### src/rtl/rr_arbiter_4.sv
// Four-way round-robin arbiter with one-cycle grant latency, a mandatory idle
// cycle between grants and a per-grant hold limit that revokes stuck holders.
module rr_arbiter_4 #(
    parameter int HOLD_MAX = 8
) (
    input  logic       clk,
    input  logic       rst_n,
    input  logic [3:0] req,
    // "release" is a reserved SystemVerilog keyword, hence the longer name
    input  logic       release_grant,
    output logic [3:0] grant,
    output logic [1:0] grant_id,
    output logic       grant_valid,
    output logic       timeout
);

    localparam int CNT_W = (HOLD_MAX > 2) ? $clog2(HOLD_MAX) : 1;
    localparam logic [CNT_W-1:0] CNT_LAST = CNT_W'(HOLD_MAX - 1);

    typedef enum logic {
        IDLE,
        BUSY
    } state_t;

    state_t           state, state_nxt;
    logic [1:0]       ptr, ptr_nxt;
    logic [CNT_W-1:0] hold_cnt, hold_cnt_nxt;
    logic [3:0]       grant_nxt;
    logic [1:0]       grant_id_nxt;
    logic             timeout_nxt;

    logic             exit_release;
    logic             exit_withdraw;
    logic             exit_limit;

    // First set request bit searching upward from p, wrapping 3 -> 0.
    function automatic logic [1:0] rr_pick(input logic [3:0] r, input logic [1:0] p);
        logic [1:0] pick;
        logic [1:0] idx;
        logic       found;
        pick  = p;
        found = 1'b0;
        for (int k = 0; k < 4; k++) begin
            idx = p + 2'(k);
            if (!found && r[idx]) begin
                pick  = idx;
                found = 1'b1;
            end
        end
        return pick;
    endfunction

    assign exit_release  = release_grant;
    assign exit_withdraw = ~req[grant_id];
    assign exit_limit    = (hold_cnt == CNT_LAST);

    always_comb begin
        state_nxt    = state;
        ptr_nxt      = ptr;
        hold_cnt_nxt = hold_cnt;
        grant_nxt    = grant;
        grant_id_nxt = grant_id;
        timeout_nxt  = 1'b0;
        case (state)
            IDLE: begin
                if (req != 4'b0000) begin
                    state_nxt    = BUSY;
                    grant_id_nxt = rr_pick(req, ptr);
                    grant_nxt    = 4'b0001 << rr_pick(req, ptr);
                    hold_cnt_nxt = '0;
                end
            end
            BUSY: begin
                if (exit_release || exit_withdraw || exit_limit) begin
                    state_nxt    = IDLE;
                    ptr_nxt      = grant_id + 2'd1;
                    hold_cnt_nxt = '0;
                    grant_nxt    = 4'b0000;
                    grant_id_nxt = 2'd0;
                    // A limit hit only counts as a timeout when nothing else ended the grant
                    timeout_nxt  = exit_limit && !exit_release && !exit_withdraw;
                end else begin
                    hold_cnt_nxt = hold_cnt + 1'b1;
                end
            end
            default: begin
                state_nxt = IDLE;
            end
        endcase
    end

    always_ff @(posedge clk or negedge rst_n) begin
        if (!rst_n) begin
            state    <= IDLE;
            ptr      <= 2'd0;
            hold_cnt <= '0;
            grant    <= 4'b0000;
            grant_id <= 2'd0;
            timeout  <= 1'b0;
        end else begin
            state    <= state_nxt;
            ptr      <= ptr_nxt;
            hold_cnt <= hold_cnt_nxt;
            grant    <= grant_nxt;
            grant_id <= grant_id_nxt;
            timeout  <= timeout_nxt;
        end
    end

    assign grant_valid = (state == BUSY);

endmodule

### config.mk
export PLATFORM = sky130hd
export DESIGN_NAME = rr_arbiter_4
export DESIGN_NICKNAME = d
export VERILOG_FILES = /design/src/rtl/rr_arbiter_4.sv
export SDC_FILE = /design/constraint.sdc
export NUM_CORES = 1
export LEC_CHECK = 0
export ABC_AREA = 1
export ABC_CLOCK_PERIOD_IN_PS = 1500
export CORE_MARGIN = 2
export CORE_UTILIZATION = 40
export DETAILED_ROUTE_END_ITERATION = 16
export PLACE_DENSITY = 0.61
export SLEW_MARGIN = 30
export SYNTH_ARGS = -nofsm -noshare
export SYNTH_HDL_FRONTEND = slang
export SYNTH_SLANG_ARGS = --single-unit
### constraint.sdc
create_clock -name clk -period 1.5 [get_ports clk]
set_clock_uncertainty 0.1 [all_clocks]
set_input_delay 0.225 -clock clk [delete_from_list [all_inputs] [get_ports clk]]
set_output_delay 0.225 -clock clk [all_outputs]
set_load 0.005 [all_outputs]
==> results summary, run 1 <==
Routability-driven placement finished with a final weighted congestion of 0.820. The final cell count without fillers is 210. The compound-cell area share of the yosys netlist was 0.0586.

The area growth from synthesis to final layout is 46.5%. The biggest area consumer among synthesized cells is dfrtp_1. The biggest cell delay along the critical path came out at 0.42 ns. The first-pass GRT wire length is 3810 um. The number of violations of the max-capacitance limit is 0.

The die span in x is 53.0 um. The setup TNS after final layout is -0.756 ns. Of the total synthesized cell area, the portion taken by AND, OR, NAND and NOR gates is 0.497. The number of stages on the worst setup path is 12. The total count of max-transition violations in the final report was 0. The critical path data required time is 1.57 ns. The average wire per cell in the routed design came out at 11.2 um.

Counting flops and latches in the post-synthesis netlist gives 13. The top achievable clock speed is 602 MHz. Setup repair after global routing could not meet its margin everywhere. The core region area came out at 0.00223 mm^2.

The count of TritonRoute iterations in the first routing pass came out at 4. The ratio of final minimum period to clock period came out at 1.11. The final count of negative-setup-slack endpoints came out at 8. For this block, the routed nets add up to 2360 um of wire.

The antenna diode instance count came out at 0. The number of antenna violations at the first check in global routing is 0. The hold violation count in the final report is 0. The die outline height is 53.0 um. The final critical path time including I/O delays and setup is 1.66 ns.

The type of the most critical hold path is in -> async. The buffering stage count on the worst path with inverters included came out at 1. The arithmetic-cell share of the synthesized area counting full adders, half adders and majority gates came out at 0.0260. Traced cell by cell, the critical path runs through buf_6, nand2_1, nand2_1, nand2_1, nand2_2, nand2_2, nand2_1, nand3_2, nand3_4, nand2_2, nand2_1, nand2_1. In the routed layout, each cell is associated on average with a via count of 4.82. The count of unique library cells instantiated by Yosys is 21.

In this run, the number of DRC markers left after iteration 0 of detailed routing was 16. Leaving out fill and tap cells, the most frequent cells in the layout are nand2_1 (54), buf_4 (22), nand2_2 (21). The peak supply drop came out at 1.12 mV.

During synthesis, Yosys emitted a total of 0 warnings. After synthesis, the cell types taking the most area are dfrtp_1 (34%), nand2_1 (26%), nand2_2 (7.8%). The run finished, with violations left. The largest net degree at the start of global routing came out at 14. In the global route stage, overall resource usage came out at 0.185. The count of antenna-violating nets left after detailed routing is 0. The area of the multi-input gates came out at 644 um^2. Fill cells in the final layout number 209. The static leakage is 0.774 nW. The synthesized area divided by synthesized cell count is 6.72 um^2. The most critical setup path has its startpoint at ptr[0]$_DFFE_PN0P_.

In the final layout, the share of cells above drive strength 1 is 0.368. The family of cells with the greatest summed delay on the critical path is simple AND/OR/NAND/NOR gates. The checks that failed: setup timing.

The top cell type's share of synthesized area came out at 0.339. STA classifies the critical path startpoint as a flop. The count of buffers added on input and output ports is 14. TritonCTS built the clock tree.

The standard cell with the maximum stage delay on the critical path is dfrtp_1. The CTS sink count came out at 13. The transition time at the pin with the least slew margin is 0.241 ns.

Synthesis produced a netlist whose cell count is 143. The count of cells along the worst register-to-register path came out at 12. The setup slack on the worst flop-to-flop path came out at -0.16 ns. The worst pin sits at a relative slew slack of 0.838. The worst slack at placement is -0.378 ns. The top-level port count is 15. The share of the yosys chip area belonging to registers is 0.339. Data arrives at the worst endpoint at 1.74 ns. The path type of the worst setup path is reg -> reg. CTS built an H-tree with a depth of 1. The areal power density over the cells came out at 2050 mW/mm^2. The placed instance count is 199. The worst register-to-register path begins at ptr[0]$_DFFE_PN0P_.

The post-cts hold buffer count is 0. The placement row count came out at 17. The register cell area after layout is 327 um^2. The global route total overflow came out at 0.

The floorplan step defined a die boundary enclosing 0.00281 mm^2. The net count reported at finish is 192. The highest fanout seen on the critical path is 8.

The initial cell density of the core is 0.430. The register clock-pin slew on the reported worst setup and hold paths came out at 0.08 ns. The cell repeated most along the worst path is nand2_1.

The total nets after synthesis is 152. Counting along the longest clock path gives a buffer depth of 2. The share of synthesized area spent on multiplexers came out at 0.

The residual DRC count is 0. The number of buffers inserted during clock tree synthesis is 3. The tree is rooted in a clkbuf_4. The fraction of synthesized cell area in xor and xnor cells is 0.00911. The insertion delay to the later sink of the worst-skew pair is 0.28 ns. The sum of net half-perimeters after detailed placement is 1660 um. Leaving out fill and tap cells, the most frequent cell in the layout is nand2_1. The number of global-route vias before repair came out at 928. The worst path setup slack after routing came out at -0.161 ns.

By area, the combinational part of the netlist is dominated by simple AND/OR/NAND/NOR gates. The worst setup path is captured at a flop. The via count of the routed design came out at 1012. The netlist area before placement came out at 961 um^2.
timing repair:
| item | in CTS | in global routing |
|---|---|---|
| setup endpoints to repair | 9 | 14 |
| pin swaps | 6 | 8 |
| resized for setup | 19 | 15 |
| buffers inserted | 3 | 4 |
| endpoints found under the hold margin | 0 | 0 |
sequential cells by signal, summed over array words and instances, names as in the netlist:
register and flops:
ptr 2, hold_cnt 3, timeout 1, grant 4, grant_valid 1, grant_id 2
stage by stage:
step           hold slack, ns  power, mW  instance area (um^2)  utilization
6_report                0.136       2.89                  1410        0.630
5_1_grt                 0.160       3.15                  1410        0.630
4_1_cts                 0.133       2.70                  1330        0.596
3_5_place_dp            0.364       2.32                  1240        0.555
3_3_place_gp            0.366       2.29                  1240        0.555
2_1_floorplan          -0.171       1.73                   963            -
per-layer routing:
metal  vias to the layer above  track usage  routed length (um)
li1                        528            -                   -
met1                       467        0.215                1020
met2                        10        0.340                1240
met3                         7       0.0198                  30
met4                         0       0.0769                  70
met5                         -            0                   0
final timing paths:
kind,endpoint
worst max register to register,grant[0]$_DFFE_PN0P_
worst max-delay path,grant[0]$_DFFE_PN0P_
min in group clk,grant[0]$_DFFE_PN0P_
max in group asynchronous,ptr[1]$_DFFE_PN0P_
worst min-delay path,hold_cnt[2]$_DFFE_PN0P_
worst min register to register,grant[0]$_DFFE_PN0P_
final cells by class:
class,instances,area share
repair buffers,37,0.227
inverters,13,0.0400
well taps,28,0.0249
multi-input cells,115,0.458
clock buffers,4,0.0187
flip-flops and latches,13,0.232
kinds of logic (layout without fill, tap and decap cells):
kind of cell | Yosys count | count (layout)
AND/OR/NAND/NOR | 102 | 102
buffers and inverters | 15 | 54
flip-flops | 13 | 13
XOR/XNOR | 1 | 1
AO/OA/AOI/OAI | 10 | 10
adder cells (fa/ha/maj) | 2 | 2
where the power goes:
| part | total, mW | internal, mW | switching [mW] |
|---|---|---|---|
| clock network | 0.220 | 0.103 | 0.116 |
| logic | 2.13 | 0.928 | 1.20 |
| registers | 0.541 | 0.459 | 0.0820 |
| total | 2.89 | 1.49 | 1.40 |
synthesized netlist by cell type, drive strengths merged:
master and instances:
a21oi 1, buf 2, dfrtp 13, ha 2, inv 13, nand2 81, nand3 12, nand4 2
nor2 5, nor4 2, o211ai 1, o21ai 8, xnor2 1
(Power assumes the default switching activity.)
==> run 2, diff against run 1 <==
--- a/config.mk
+++ b/config.mk
@@ -5,12 +5,11 @@
 export SDC_FILE = /design/constraint.sdc
 export NUM_CORES = 1
 export LEC_CHECK = 0
-export ABC_AREA = 1
 export ABC_CLOCK_PERIOD_IN_PS = 1500
 export CORE_MARGIN = 2
 export CORE_UTILIZATION = 40
 export DETAILED_ROUTE_END_ITERATION = 16
-export PLACE_DENSITY = 0.61
+export PLACE_DENSITY = 0.65
 export SLEW_MARGIN = 30
 export SYNTH_ARGS = -nofsm -noshare
 export SYNTH_HDL_FRONTEND = slang
==> results summary, run 2 <==
The net switching share of the total power came out at 0.331. The sequential cell fraction of total power is 0.344. The final reports fail on setup timing.

TritonCTS built the clock tree. Setup violations remaining at the end of the flow were counted as 11. The share of synthesized area in the top cell type comes to 0.493. The worst path setup slack after routing is -0.243 ns. More flip-flops sit in one register than any other, and that register is grant. The flip-flop count of the largest register after layout came out at 4.

CTS built an H-tree with a depth of 1. Cell internal power was estimated by the tool at 1.04 mW. The flop and latch count out of synthesis came out at 13. By startpoint and endpoint, the worst setup path is classified as reg -> reg. Traced cell by cell, the critical path runs through mux4_2, and3_4, or2_4, a22o_1.

For this run, the register share of the synthesized area comes to 0.493. After synthesis the cells add up to 659 um^2. Once layout is done, the placed cells without fillers occupy 0.00102 mm^2. The CTS sink count came out at 13. The data arrival time at the worst-slack endpoint came out at 1.80 ns.

The DRC violation total after the first TritonRoute iteration came out at 3. The flow ran to the end, but the final reports show violations. The longest clock path from root to sink contains 2 buffers. The number of global-route vias before repair came out at 618. The buffering stage count on the worst path with inverters included came out at 0. Broken down by cell family, the worst path's largest delay share belongs to multiplexers. The via count of the routed design came out at 582. The count of antenna-violating nets left after detailed routing came out at 0. Leaving out fill and tap cells, the most frequent cell in the layout is buf_4.

The top cell types in the final layout, fill and taps aside, are buf_4 (18), dfrtp_1 (12), clkdlybuf4s50_1 (7). The post-cts hold buffer count is 0. The worst pin sits at a relative slew slack of 0.669. The synthesized area divided by synthesized cell count came out at 11.2 um^2. Counting flops with an async set or reset pin after synthesis yields a share of 1.00. The detailed-route wire length came out at 1520 um.

Yosys printed 0 warnings. The core region area came out at 0.00152 mm^2. The commonest cells after synthesis are dfrtp_1 (13), nor2_1 (6), a21oi_1 (4).

Of the available clock period, the critical path in the final layout requires 1.16. The largest single stage delay on the critical path is 0.52 ns. The transition time at the pin with the least slew margin is 0.492 ns. The power spent charging and discharging nets came out at 0.514 mW.

The share of post-route cells with drive strength above 1 is 0.337. The critical path data required time is 1.56 ns. The part of the total power dissipated in combinational logic came out at 0.520. The combined global-route utilization of all metal layers is 0.198. The weighted congestion at the end of routability-driven global placement came out at 0.849. After detailed routing, the average wire length per cell comes to 13.7 um. Setup repair after global routing could not meet its margin everywhere. Yosys instantiated no cell more often than dfrtp_1.

Compared with the post-synthesis result, the final layout area differs by 54.3%. The final critical path time including I/O delays and setup came out at 1.74 ns. The highest fanout seen on the critical path is 6. The biggest area consumer among synthesized cells is dfrtp_1. IR analysis of the VDD net gives a maximum drop of 0.820 mV. The initial cell density of the core came out at 0.433. The register clock-pin slew on the reported worst setup and hold paths is 0.08 ns. In this run the clock root is driven by a clkbuf_4. For this run, the post-layout net count is 105. The element type at the critical path start is a flop. In this run, CTS created clock tree buffers numbering 3. The insertion delay to the later sink of the worst-skew pair is 0.28 ns. The number of enable-type register cells in the synthesized netlist is 0. After global routing the overflow that remains totals 0. By area the synthesized netlist is led by dfrtp_1 (49%), a22o_1 (4.0%), ha_1 (3.8%).

The number of antenna violations at the first check in global routing was 0. The total count of max-transition violations in the final report is 0. The largest net degree at the start of global routing came out at 14. In the final layout, the registers with the most flip-flops are grant: 4 flops, hold_cnt: 3 flops.

The count of TritonRoute iterations in the first routing pass is 4. The total design power is 1.55 mW. The total nets after synthesis came out at 68. On the critical path, the stage with the largest delay is an instance of mux4_2. The first-pass GRT wire length came out at 2750 um.

The residual DRC count is 0. 0 antenna diodes ended up in the layout. The area of the die came out at 0.00199 mm^2.

The count of unique library cells instantiated by Yosys is 26. Power spread over the standard cell area amounts to 1530 mW/mm^2. The post-synthesis instance total came out at 59. The cell area reported after detailed placement came out at 936 um^2. The placement row count is 14.

Based on the critical path, the design can be clocked at up to 574 MHz. Measured along the x axis, the die boundary spans 44.6 um. For this run, the leading register cell type out of synthesis is dfrtp_1. The number of violations of the max-capacitance limit is 0. The tightest min-delay check is of the in -> async type. The count of input and output buffers is 14. The hold violation count in the final report came out at 0. The share of power burned in the clock network is 0.136. During I/O placement, the number of pins put on the boundary was 15. The die outline height is 44.6 um. For this design the static power due to leakage is 0.532 nW. After detailed routing, the number of vias per cell comes to 5.24. The endpoint type of the worst setup path is a flop. The sum of net half-perimeters after detailed placement came out at 1120 um.
[run 2: changes by cell type in the layout (fill, tap and decap cells not counted), sizes merged, moves of 3 or more]
cell   delta
nand2    -80
inv      -11
nand3    -11
a22o      +5
o21ai     -5
buf       -4
a21oi     +3
[run 2: per-layer routing]
layer	routed length, um	up-vias	share of wire	GRT usage
met5	0	-	0	0
met4	32	0	0.021	0.0909
met3	70	4	0.046	0.0653
met2	690	14	0.45	0.287
met1	727	269	0.48	0.268
li1	-	295	-	-
[run 2: power by group through the flow]
stage,clock network [mW],registers (mW),logic [mW]
3_3_place_gp,0,0.564,0.717
2_1_floorplan,0,0.580,0.297
3_5_place_dp,0,0.562,0.723
6_report,0.211,0.535,0.808
5_1_grt,0.241,0.552,0.884
4_1_cts,0.223,0.539,0.786
[run 2: area by class of cell]
class / count / area (um^2)
clock buffers: 4 / 26.3
fillers: 124 / 507
inverters: 2 / 7.51
multi-input cells: 43 / 348
flip-flops and latches: 13 / 327
well taps: 16 / 20.0
repair buffers: 33 / 289
[run 2: timing repair]
action | in CTS | in global routing
resized for setup | 12 | 6
hold endpoints to repair | 0 | 0
endpoints found under the setup margin | 15 | 16
buffers inserted | 1 | 1
pin swaps | 1 | 0
[run 2: per-stage QoR]
step	std cells	utilization	hold WS, ns	TNS, ns	setup slack, ns
2_1_floorplan	59	-	-0.171	-2.62	-0.391
3_3_place_gp	105	0.614	0.386	-6.24	-0.604
3_5_place_dp	105	0.614	0.378	-6.39	-0.626
4_1_cts	110	0.652	0.145	-1.95	-0.249
5_1_grt	111	0.667	0.167	-2.54	-0.292
6_report	111	0.667	0.146	-1.88	-0.243
[run 2: cells by family (layout without fill, tap and decap cells)]
| kind of cell | count (synthesis) | in the layout | share of synthesized area |
|---|---|---|---|
| compound gates | 21 | 21 | 0.233 |
| xor+xnor | 1 | 1 | 0.0133 |
| fa+ha+maj | 2 | 2 | 0.0379 |
| buf+inv | 3 | 39 | 0.0285 |
| flops | 13 | 13 | 0.493 |
| mux | 1 | 1 | 0.0342 |
| simple gates | 18 | 18 | 0.159 |
[run 2: final timing paths]
kind / startpoint / depth (start not counted) / slack [ns] / end
setup / recovery: grant_id[0]$_DFFE_PN0P_ / 4 / -0.24 / grant[2]$_DFFE_PN0P_
hold / removal: rst_n / 2 / 0.15 / ptr[0]$_DFFE_PN0P_
setup reg to reg: grant_id[0]$_DFFE_PN0P_ / 4 / -0.24 / grant[2]$_DFFE_PN0P_
hold reg to reg: grant[1]$_DFFE_PN0P_ / 1 / 0.39 / grant[1]$_DFFE_PN0P_
max in group asynchronous: rst_n / 2 / 0.98 / grant_valid$_DFF_PN0_
min in group clk: grant[1]$_DFFE_PN0P_ / 1 / 0.39 / grant[1]$_DFFE_PN0P_
